==> src/rtl/ex_accum_pkg.sv <==
// Shared helpers for the ex_accum_dump accumulate-and-dump slice.
// Width derivation functions used for ACC_W / CH_W and counter sizing.
package ex_accum_pkg;

    function automatic int clog2(input int v);
        int r;
        r = 0;
        while ((1 << r) < v) r++;
        return r;
    endfunction

    function automatic int max1(input int v);
        return (v < 1) ? 1 : v;
    endfunction

endpackage

==> src/rtl/ex_accum_scale.sv <==
// Dump-path scaler: arithmetic shift then fit to OUT_WIDTH.
// EX_ACCUM_SAT_EN selects clamping; otherwise two's-complement wrap.
module ex_accum_scale #(
    parameter int ACC_W     = 18,
    parameter int SHIFT     = 0,
    parameter int OUT_WIDTH = 18
) (
    input  logic signed [ACC_W-1:0]     acc,
    output logic signed [OUT_WIDTH-1:0] out,
    output logic                        sat
);

`ifdef EX_ACCUM_SAT_EN
    localparam int W = (ACC_W > OUT_WIDTH) ? ACC_W : OUT_WIDTH;
    localparam logic signed [W-1:0] HI =
        {{(W-OUT_WIDTH+1){1'b0}}, {(OUT_WIDTH-1){1'b1}}};
    localparam logic signed [W-1:0] LO =
        {{(W-OUT_WIDTH+1){1'b1}}, {(OUT_WIDTH-1){1'b0}}};

    logic signed [W-1:0] sh;

    always_comb begin
        sh  = W'(acc >>> SHIFT);
        out = sh[OUT_WIDTH-1:0];
        sat = 1'b0;
        if (sh > HI) begin
            out = HI[OUT_WIDTH-1:0];
            sat = 1'b1;
        end else if (sh < LO) begin
            out = LO[OUT_WIDTH-1:0];
            sat = 1'b1;
        end
    end
`else
    assign out = OUT_WIDTH'(acc >>> SHIFT);
    assign sat = 1'b0;
`endif

endmodule

==> src/rtl/ex_accum_dump.sv <==
// Multichannel accumulate-and-dump (decimate-by-DEC_N integrator).
// Saturation on the dump path is enabled by defining EX_ACCUM_SAT_EN.
module ex_accum_dump
    import ex_accum_pkg::*;
#(
    parameter int DATA_WIDTH = 16,
    parameter int NCH        = 2,
    parameter int DEC_N      = 4,
    parameter int SHIFT      = 0,
    parameter int OUT_WIDTH  = 18,
    localparam int ACC_W     = DATA_WIDTH + clog2(DEC_N),
    localparam int CH_W      = max1(clog2(NCH))
) (
    input  logic                         clk,
    input  logic                         rst,
    input  logic signed [DATA_WIDTH-1:0] data_in,
    input  logic                         ce,
    input  logic                         clr,
    output logic                         data_valid,
    output logic [CH_W-1:0]              data_ch,
    output logic signed [OUT_WIDTH-1:0]  data_out,
    output logic                         data_sat,
    output logic                         busy
);

    localparam int SW = max1(clog2(DEC_N));
    localparam logic [CH_W-1:0] CH_LAST   = CH_W'(NCH - 1);
    localparam logic [SW-1:0]   SAMP_LAST = SW'(DEC_N - 1);

    logic signed [ACC_W-1:0] acc    [NCH];
    logic signed [ACC_W-1:0] shadow [NCH];

    logic [CH_W-1:0]         ch_cnt;
    logic [CH_W-1:0]         dump_cnt;
    logic [SW-1:0]           samp_cnt;
    logic signed [ACC_W-1:0] base;
    logic signed [ACC_W-1:0] sum;
    logic signed [ACC_W-1:0] dump_acc;
    logic                    frame_end;
    logic signed [OUT_WIDTH-1:0] sc_out;
    logic                    sc_sat;

    // A channel's first sample of a frame restarts its sum from zero.
    always_comb begin
        base      = (samp_cnt == '0) ? '0 : acc[ch_cnt];
        sum       = base + ACC_W'(data_in);
        frame_end = ce && !clr &&
                    (ch_cnt == CH_LAST) &&
                    (samp_cnt == SAMP_LAST);
        dump_acc  = shadow[dump_cnt];
    end

    ex_accum_scale #(
        .ACC_W     (ACC_W),
        .SHIFT     (SHIFT),
        .OUT_WIDTH (OUT_WIDTH)
    ) u_scale (
        .acc (dump_acc),
        .out (sc_out),
        .sat (sc_sat)
    );

    always_ff @(posedge clk or negedge rst) begin
        if (!rst) begin
            for (int i = 0; i < NCH; i++) begin
                acc[i]    <= '0;
                shadow[i] <= '0;
            end
            ch_cnt     <= '0;
            samp_cnt   <= '0;
            dump_cnt   <= '0;
            busy       <= 1'b0;
            data_valid <= 1'b0;
            data_ch    <= '0;
            data_out   <= '0;
            data_sat   <= 1'b0;
        end else begin
            data_valid <= 1'b0;
            data_sat   <= 1'b0;

            if (busy) begin
                data_valid <= 1'b1;
                data_ch    <= dump_cnt;
                data_out   <= sc_out;
                data_sat   <= sc_sat;
                dump_cnt   <= dump_cnt + 1'b1;
                if (dump_cnt == CH_LAST) busy <= 1'b0;
            end

            if (clr) begin
                ch_cnt   <= '0;
                samp_cnt <= '0;
            end else if (ce) begin
                acc[ch_cnt] <= sum;
                if (ch_cnt == CH_LAST) begin
                    ch_cnt   <= '0;
                    samp_cnt <= (samp_cnt == SAMP_LAST) ?
                                '0 : samp_cnt + 1'b1;
                end else begin
                    ch_cnt <= ch_cnt + 1'b1;
                end
                // Last channel's final sum bypasses acc into the shadow.
                if (frame_end) begin
                    for (int i = 0; i < NCH; i++)
                        shadow[i] <= (i == NCH - 1) ? sum : acc[i];
                    busy     <= 1'b1;
                    dump_cnt <= '0;
                end
            end
        end
    end

endmodule

==> config.mk <==
export PLATFORM = sky130hd
export DESIGN_NAME = ex_accum_dump
export DESIGN_NICKNAME = d
export VERILOG_FILES = /design/src/rtl/ex_accum_pkg.sv /design/src/rtl/ex_accum_scale.sv /design/src/rtl/ex_accum_dump.sv
export SDC_FILE = /design/constraint.sdc
export NUM_CORES = 1
export LEC_CHECK = 0
export BUFFER_PORTS_ARGS = -buffer_cell sky130_fd_sc_hd__buf_2
export CAP_MARGIN = 20
export CORE_MARGIN = 8
export CORE_UTILIZATION = 53
export DETAILED_ROUTE_END_ITERATION = 8
export GPL_ROUTABILITY_DRIVEN = 0
export PLACE_DENSITY = 0.72
export SYNTH_ARGS = -nofsm -noshare
export SYNTH_HDL_FRONTEND = slang
export SYNTH_SLANG_ARGS = --single-unit
==> constraint.sdc <==
create_clock -name clk -period 3.5 [get_ports clk]
set_input_delay 0.525 -clock clk [delete_from_list [all_inputs] [get_ports clk]]
set_output_delay 0.525 -clock clk [all_outputs]
set_load 0.02 [all_outputs]
## Word level (Yosys, flattened, before mapping)

Index checks and enable logic that the tools add are counted.

| storage, ports and cells | value |
|---|---|
| register bits after elaboration | 97 |
| bits of input ports | 20 |
| word-level logic and storage cells | 60 |

| cells by class | value |
|---|---|
| $add $sub $neg | 4 |
| order comparisons | 3 |
| equal/unequal tests | 1 |
| multiplexer cells | 27 |
| bitwise gates (word level) | 3 |
| reductions and logical operators | 11 |

Operator list:

| operator | count |
|---|---|
| two-way mux 18 bit | 8 |
| bitwise mux 36 bit | 1 |
| adder 18 x 16 -> 18 bit | 1 |
| demux 18 bit (select 1 bit) | 1 |
| two-way mux 1 bit | 13 |
| two-way mux 2 bit | 4 |
| >= comparator 2 bit, second input constant | 2 |
| logical AND 1 bit | 4 |
| inverter 1 -> 2 bit | 2 |
| AND reduction 2 bit | 2 |
| nonzero test 2 bit | 2 |
| AND reduction 3 bit | 1 |
| adder 1 bit, second input constant | 2 |
| adder 2 x 1 -> 2 bit, second input constant | 1 |
| equality test 2 bit, second input constant | 1 |
| zero test 2 bit | 1 |
| less-than comparator 2 x 1 -> 1 bit, second input constant | 1 |
| zero test 1 bit | 1 |
| inverter 1 bit | 1 |

## Logic depth before layout (Yosys ltp)

Gate-level depths: netlist of the first run.

| logic depth | value |
|---|---|
| depth after elaboration | 7 |
| gate-level depth with buffers | 14 |

## Modules after synthesis

A second synthesis of the first run with hierarchy kept.

| second synthesis, totals | value |
|---|---|
| cells, all modules | 579 |
| area total of the unflattened synthesis | 5515.3 um^2 |

Modules (own cells, without submodules):

| module | instances | cells each | area an instance (um^2) | sequential area each (um^2) |
|---|---|---|---|---|
| ex_accum_dump | 1 | 559 | 5368.9 | 2452.4 |
| ex_accum_scale | 1 | 20 | 146.4 | 0.0 |

## Worst setup path before layout of the first run

OpenSTA, ideal clock, no wires.

| timing | value |
|---|---|
| kind | register to register |
| from | reg ch_cnt |
| to | reg acc[32] in the netlist's numbering |
| arrival | 2.678 ns |
| path slack | 0.726 ns |
| cell stages (with the launch flop) | 14 |
| clock period less this slack | 2.774 ns |
| path through | dfrtp_1 > buf_2 > buf_2 > mux2i_1 > nor2_1 > ha_1 > inv_1 > fa_1 > nand2b_1 > a21oi_1 > o2111ai_1 > a21oi_1 > nor3_1 > o31ai_1 |

| between the ends | value |
|---|---|
| word-level cells in the longest chain between the ends | 7 |
| elaborated cells between the ends (all ways) | 12 |

RTL lines:

| element | RTL line | RTL |
|---|---|---|
| start: declaration | ex_accum_dump.sv:33 | `logic [CH_W-1:0] ch_cnt;` |
| start signal: assignment | ex_accum_dump.sv:100 | `ch_cnt <= ch_cnt + 1'b1;` |
| inverter 1 -> 2 bit (not written as such) (*) | ex_accum_dump.sv:45, ex_accum_dump.sv:94 |  |
| two-way mux 18 bit (not written as such) (3 in series) | ex_accum_dump.sv:45 | `base = (samp_cnt == '0) ? '0 : acc[ch_cnt];` |
| two-way mux 18 bit | ex_accum_dump.sv:45 |  |
| adder 18 x 16 -> 18 bit | ex_accum_dump.sv:46 | `sum = base + ACC_W'(data_in);` |
| bitwise mux 36 bit (*) | ex_accum_dump.sv:94 | `acc[ch_cnt] <= sum;` |
| end signal: indexed assignment | ex_accum_dump.sv:94 |  |
| end: declaration | ex_accum_dump.sv:30 | `logic signed [ACC_W-1:0] acc [NCH];` |

Every way passes the cells marked *; elsewhere a longest branch is shown, timed or not. The select of a mux whose other input is x is not followed.
A chain may end at the register's enable or synchronous reset.

## Worst setup path in the final report of the first run

| timing | value |
|---|---|
| from | reg ch_cnt |
| to | reg acc[16] in the netlist's numbering |

Same word-level chain as after synthesis.

==> summary.md, run 1 <==
| Metric | Value |
|---|---|
| Outcome | `finished clean` |
| Netlist Area Pre-Place | `4750 um2` |
| Remaining DRCs | `0` |
| H-tree Lvls | `3` |
| N_diodes | `0` |
| DP HPWL | `7120 um` |
| Switching Share | `29.8%` |
| Syn Area/Cell | `9.43 um2` |
| IO Pins | `42` |
| Synth area leaders | `dfrtp_1, nand2_1, mux2i_1` |
| Hold-fix buffers, CTS | `0` |
| WS Path Type | `register to register` |
| Commonest cells in the netlist | `nand2_1, dfrtp_1, o21ai_0, nor2_1, mux2i_1` |
| Initial Util | `54.5%` |
| Post-CTS sizing | `0` |
| Leak pwr | `0.00271 uW` |
| Seq/Total Area, Yosys | `51.1%` |
| Synth unique cells | `42` |
| Max incr delay on CP | `560 ps` |
| Crit-path slowest cell | `dfrtp_1` |
| PwrDens | `476 nW/um2` |
| Setup bufs post-CTS | `0` |
| EDFF count, synth | `0` |
| Synth top area share | `51.1%` |
| Unrepaired setup endpoints after global routing | `false` |
| Worst slew pin tran | `1060 ps` |
| Drt via density | `5.48` |
| Setup TNS Final | `0 ps` |
| Root buffer cell | `clkbuf_8` |
| Logic pwr share | `16.6%` |
| Crit. Startpoint | `ch_cnt` |
| Synthesized flop and latch total | `97` |
| FP Rows | `34` |
| Largest area contributor in the netlist | `dfrtp_1` |
| Number of global-route vias before repair | `3360` |
| Critical Path RT | `3760 ps` |
| 1st-pass router iterations | `4` |
| Congestion Overflow GR | `0` |
| Cell mode on critical path | `a21oi_1` |
| Clock sink total | `97` |
| # nets final | `575` |
| Routed len/inst | `15.3 um` |
| Switching power | `742 uW` |
| Routed via count | `3543` |
| Final Hold Violating Endpoints | `0` |
| TritonCTS clock tree | `yes` |
| Mapped Nets | `545` |
| CP max FO | `16` |
| Max_cap viols | `0` |
| Internal | `1750 uW` |
| Critical Path AT | `3330 ps` |
| Post-route ant nets | `0` |
| CP Cell Sequence | `buf_4, mux2i_1, nor2_1, ha_1, a21oi_1, nand2_1, o2111ai_1, a21oi_1, o21a_1, o31ai_1` |
| Minimum clock period | `3070 ps` |
| Ys flop type | `dfrtp_1` |
| Slew margin rel. | `29.3%` |
| Clock Power Share | `29.5%` |
| Buffers on Ports | `40` |
| Period utilization | `87.7%` |
| Synth Instances | `504` |
| VDD IR max | `0.182 mV` |
| RR Startpoint | `ch_cnt` |
| Routed WL | `9920 um` |
| TritonCTS Buffers | `9` |
| Clock Latency Late Sink | `360 ps` |
| Total power | `2490 uW` |
| Die H | `111 um` |
| Clk_skew | `11.7 ps` |
| Startpoint Class | `register` |
| Die Wd | `111 um` |
| Layout Area Growth over Synthesis | `10.0%` |
| First-pass GRT wire length | `16800 um` |
| Initial DRC Count | `211` |
| Most numerous cell in the Yosys netlist | `nand2_1` |
| Hold Path Class | `input pin to asynchronous set/reset pin` |
| Share of cells above drive strength 1 | `13.4%` |
| Pin count of the biggest net entering global routing | `98` |
| Die Area | `12300 um2` |
| Sequential power share | `53.9%` |
| Warnings from Yosys | `0` |
| CTS Buffer Depth | `2` |
| Core area | `8720 um2` |
| # setup viols final | `0` |
| Peak Freq | `0.326 GHz` |
| Initial antenna violation count | `0` |
| Ys async rst share | `100%` |
| Total track usage | `16.3%` |
| Clock-pin slew on the worst setup and hold paths | `100 ps` |
| Final Max Tran Viols | `0` |
| Fillers | `759` |
| Endpoint type of the worst setup path | `register` |
routing by layer:
metal / vias up / part of all wire, % / GRT usage [%]
met5: - / 0 / 0
met4: 0 / 1.4 / 7.12
met3: 10 / 5.0 / 2.76
met2: 98 / 40 / 21.4
met1: 1664 / 53 / 25.3
li1: 1771 / - / -
power groups by stage:
stage	clock network [uW]	registers (uW)	logic, uW
final	733	1340	414
after global routing	795	1360	468
after CTS	750	1340	413
after detailed placement	0	1360	411
after global placement	0	1360	396
after floorplan	0	1330	298
cell families (layout without fill, tap and decap cells):
logic type | count (synthesis) | after routing | synth area share, %
buffers and inverters | 33 | 68 | 2.90
adders and majority gates | 21 | 21 | 5.69
xor gates and xnor gates | 17 | 17 | 3.13
AOI/OAI and AO/OA | 108 | 108 | 13.1
and+or+nand+nor | 189 | 189 | 15.9
other | 1 | 1 | 0.0789
DFF | 97 | 97 | 51.1
muxes | 38 | 38 | 8.06
stage by stage:
step / worst slack, ps / util, % / std cells / hold slack [ps] / instance area, um2
finish: 431 / 60.0 / 647 / 202 / 5230
global route: 124 / 60.0 / 647 / 231 / 5230
CTS: 447 / 60.0 / 647 / 223 / 5230
detailed placement: 453 / 57.7 / 631 / 461 / 5030
global placement: 478 / 57.7 / 631 / 457 / 5030
floorplan: 726 / - / 504 / 229 / 4750
state kept, by name, indices dropped and copies added (netlist names):
| register | count |
|---|---|
| acc | 36 |
| shadow | 36 |
| busy | 1 |
| data_valid | 1 |
| ch_cnt | 1 |
| data_out | 18 |
| data_ch | 1 |
| dump_cnt | 1 |
| samp_cnt | 2 |
worst max-delay path, delay by kind of cell, from the launching register on:
kind | cells | cell delay (ps)
adders and majority gates | 1 | 390
muxes | 1 | 300
AOI/OAI and AO/OA | 5 | 1190
and+or+nand+nor | 2 | 180
buffers and inverters | 1 | 350
DFF | 1 | 560
layout make-up:
cell class,instances,area [um2],area share (%)
well taps,108,135,2.58
multi-input cells,374,2190,41.8
repair buffers,45,253,4.83
flip-flops and latches,97,2430,46.4
clock buffers,9,124,2.37
inverters,7,26.3,0.503
clock inverters,7,76.3,1.46
worst paths after layout:
| kind | end | slack [ps] | depth (start not counted) |
|---|---|---|---|
| worst max-delay path | acc[16] | 430 | 10 |
| worst min-delay path | acc[4] | 200 | 2 |
| worst max register to register | acc[16] | 430 | 10 |
| worst min register to register | shadow[26] | 480 | 2 |
| max in group asynchronous | shadow[15] | 2910 | 2 |
| min in group clk | samp_cnt[1] | 410 | 2 |
cell usage in the layout, fill, tap and decap left out, drive strengths merged:
cell type and instances:
nand2 125, a31o 1, o2111ai 1, o21ai 51, dfrtp 97, nor2 44, nor3 4, inv 10
a211oi 1, clkinv 1, bufinv 1, ha 20, nand2b 3, o21a 2, o221ai 2, nor2b 1
a21o 3, fa 1, nand3 2, xor2 6, mux2 2, and2 1, clkinvlp 2, conb 1
o31ai 8, a31oi 1, or3 1, clkbuf 9, mux2i 36, xnor2 11, or2b 1, buf 45
a21oi 33, or2 2, o21bai 2, o211ai 3, nand4 5
Power figures use the tool's default switching activity.
==> inputs of run 2 (changes only) <==
--- a/config.mk
+++ b/config.mk
@@ -7,7 +7,7 @@
 export LEC_CHECK = 0
 export BUFFER_PORTS_ARGS = -buffer_cell sky130_fd_sc_hd__buf_2
 export CAP_MARGIN = 20
-export CORE_MARGIN = 8
+export CORE_MARGIN = 1.5
 export CORE_UTILIZATION = 53
 export DETAILED_ROUTE_END_ITERATION = 8
 export GPL_ROUTABILITY_DRIVEN = 0
==> summary.md, run 2 (same netlist as run 1, synthesis figures left out) <==
| Metric | Value |
|---|---|
| Remaining DRCs | `0` |
| Commonest non-fill, non-tap cell in the layout | `nand2_1` |
| Share of cells above drive strength 1 | `13.4%` |
| Number of global-route vias before repair | `3468` |
| Routed via count | `3594` |
| Post-CTS sizing | `0` |
| # setup viols final | `0` |
| Pin count of the biggest net entering global routing | `41` |
| Outcome | `finished clean` |
| Minimum clock period | `3220 ps` |
| Clock sink total | `97` |
| # nets final | `576` |
| Sequential power share | `55.4%` |
| Initial DRC Count | `235` |
| Slew margin rel. | `28.4%` |
| Hold Path Class | `input pin to asynchronous set/reset pin` |
| Clock-pin slew on the worst setup and hold paths | `90 ps` |
| Area occupied by multi-input gates | `2190 um2` |
| Congestion Overflow GR | `0` |
| Unrepaired setup endpoints after global routing | `false` |
| Initial Util | `54.5%` |
| R2R setup slack | `280 ps` |
| Busiest grt layer | `met1` |
| Clock Power Share | `27.7%` |
| Drt via density | `5.55` |
| Core area | `8720 um2` |
| RR Startpoint | `ch_cnt` |
| CTS Buffer Depth | `2` |
| Met2 Track Usage GR | `31.6%` |
| Fillers | `778` |
| Top flop regs | `acc x36, shadow x36, data_out x18` |
| N_diodes | `0` |
| IO Pins | `42` |
| 1st-pass router iterations | `5` |
| Root buffer cell | `clkbuf_8` |
| Initial antenna violation count | `0` |
| Die Area | `9540 um2` |
| FF-to-FF path depth | `10` |
| Max_cap viols | `0` |
| Worst slew pin tran | `1070 ps` |
| Clk_skew | `11.8 ps` |
| Setup bufs post-CTS | `0` |
| Die H | `97.7 um` |
| Routed WL | `10000 um` |
| TritonCTS clock tree | `yes` |
| Reg2reg end | `shadow[13]` |
| Final Hold Violating Endpoints | `0` |
| Total track usage | `22.0%` |
| Routed len/inst | `15.5 um` |
| DP HPWL | `7110 um` |
| Die Wd | `97.7 um` |
| Startpoint Class | `register` |
| Buffers on Ports | `40` |
| H-tree Lvls | `3` |
| Leak pwr | `0.00272 uW` |
| TritonCTS Buffers | `9` |
| Switching power | `725 uW` |
| Critical Path RT | `3710 ps` |
| Most frequent cells in the layout | `nand2_1, dfrtp_1, o21ai_0` |
| M1 GR Usage | `34.1%` |
| Total power | `2430 uW` |
| Post-route ant nets | `0` |
| Period utilization | `91.9%` |
| Final Max Tran Viols | `0` |
| Switching Share | `29.9%` |
| Critical Path AT | `3430 ps` |
| Layout Area Growth over Synthesis | `9.74%` |
| WS Path Type | `register to register` |
| Endpoint type of the worst setup path | `register` |
| CP max FO | `12` |
| Clock Latency Late Sink | `350 ps` |
| PwrDens | `466 nW/um2` |
| First-pass GRT wire length | `16900 um` |
| Hold-fix buffers, CTS | `0` |
| FP Rows | `34` |
| Setup TNS Final | `0 ps` |
| Logic pwr share | `16.9%` |
| VDD IR max | `0.183 mV` |
| Internal | `1700 uW` |
| Peak Freq | `0.311 GHz` |
| Met3 GRT Util | `2.66%` |
| Storage cell area | `2430 um2` |
[run 2: final cells by class]
type	count	share of cell area, %
timing repair buffer	46	4.99
inverter	7	0.504
clock inverter	4	0.528
clock buffer	11	2.90
multi-input combinational	374	41.9
tap	108	2.59
sequential	97	46.5
[run 2: metal layers]
metal,routed length [um],share of wire [%]
met3,495,4.9
met2,4330,43
met4,136,1.4
met5,0,0
met1,5090,51
[run 2: worst max path at each step]
| stage | start | slack, ps | endpoint | cells past startpoint |
|---|---|---|---|---|
| after floorplan | ch_cnt | 730 | acc[32] | 13 |
| after global placement | ch_cnt | 350 | shadow[13] | 10 |
| after detailed placement | ch_cnt | 310 | acc[13] | 10 |
| after CTS | ch_cnt | 300 | shadow[13] | 10 |
| after global routing | ch_cnt | 100 | acc[17] | 10 |
| final | ch_cnt | 280 | shadow[13] | 10 |
[run 2: critical path, cell delays in order, from the launching register on]
cell and delay (ps):
dfrtp_1 690, buf_4 330, mux2i_1 250, nor2_1 80
ha_1 380, a21oi_1 260, o21ai_0 140, o31ai_2 300
o31ai_1 160, xnor2_1 370, o21ai_0 130
[run 2: through the flow]
stage | instances | utilization (%) | instance area, um2 | worst slack [ps] | hold slack, ps
floorplan | 504 | - | 4750 | 726 | 229
global placement | 632 | 57.7 | 5040 | 355 | 457
detailed placement | 632 | 57.7 | 5040 | 309 | 463
CTS | 647 | 59.8 | 5220 | 303 | 143
global route | 647 | 59.8 | 5220 | 97.3 | 170
finish | 647 | 59.8 | 5220 | 283 | 127
[run 2: power groups by stage]
stage	combinational [uW]	clock (uW)	sequential, uW
6_report	411	673	1350
5_1_grt	470	718	1360
4_1_cts	412	683	1340
3_5_place_dp	411	0	1360
3_3_place_gp	392	0	1360
2_1_floorplan	298	0	1330
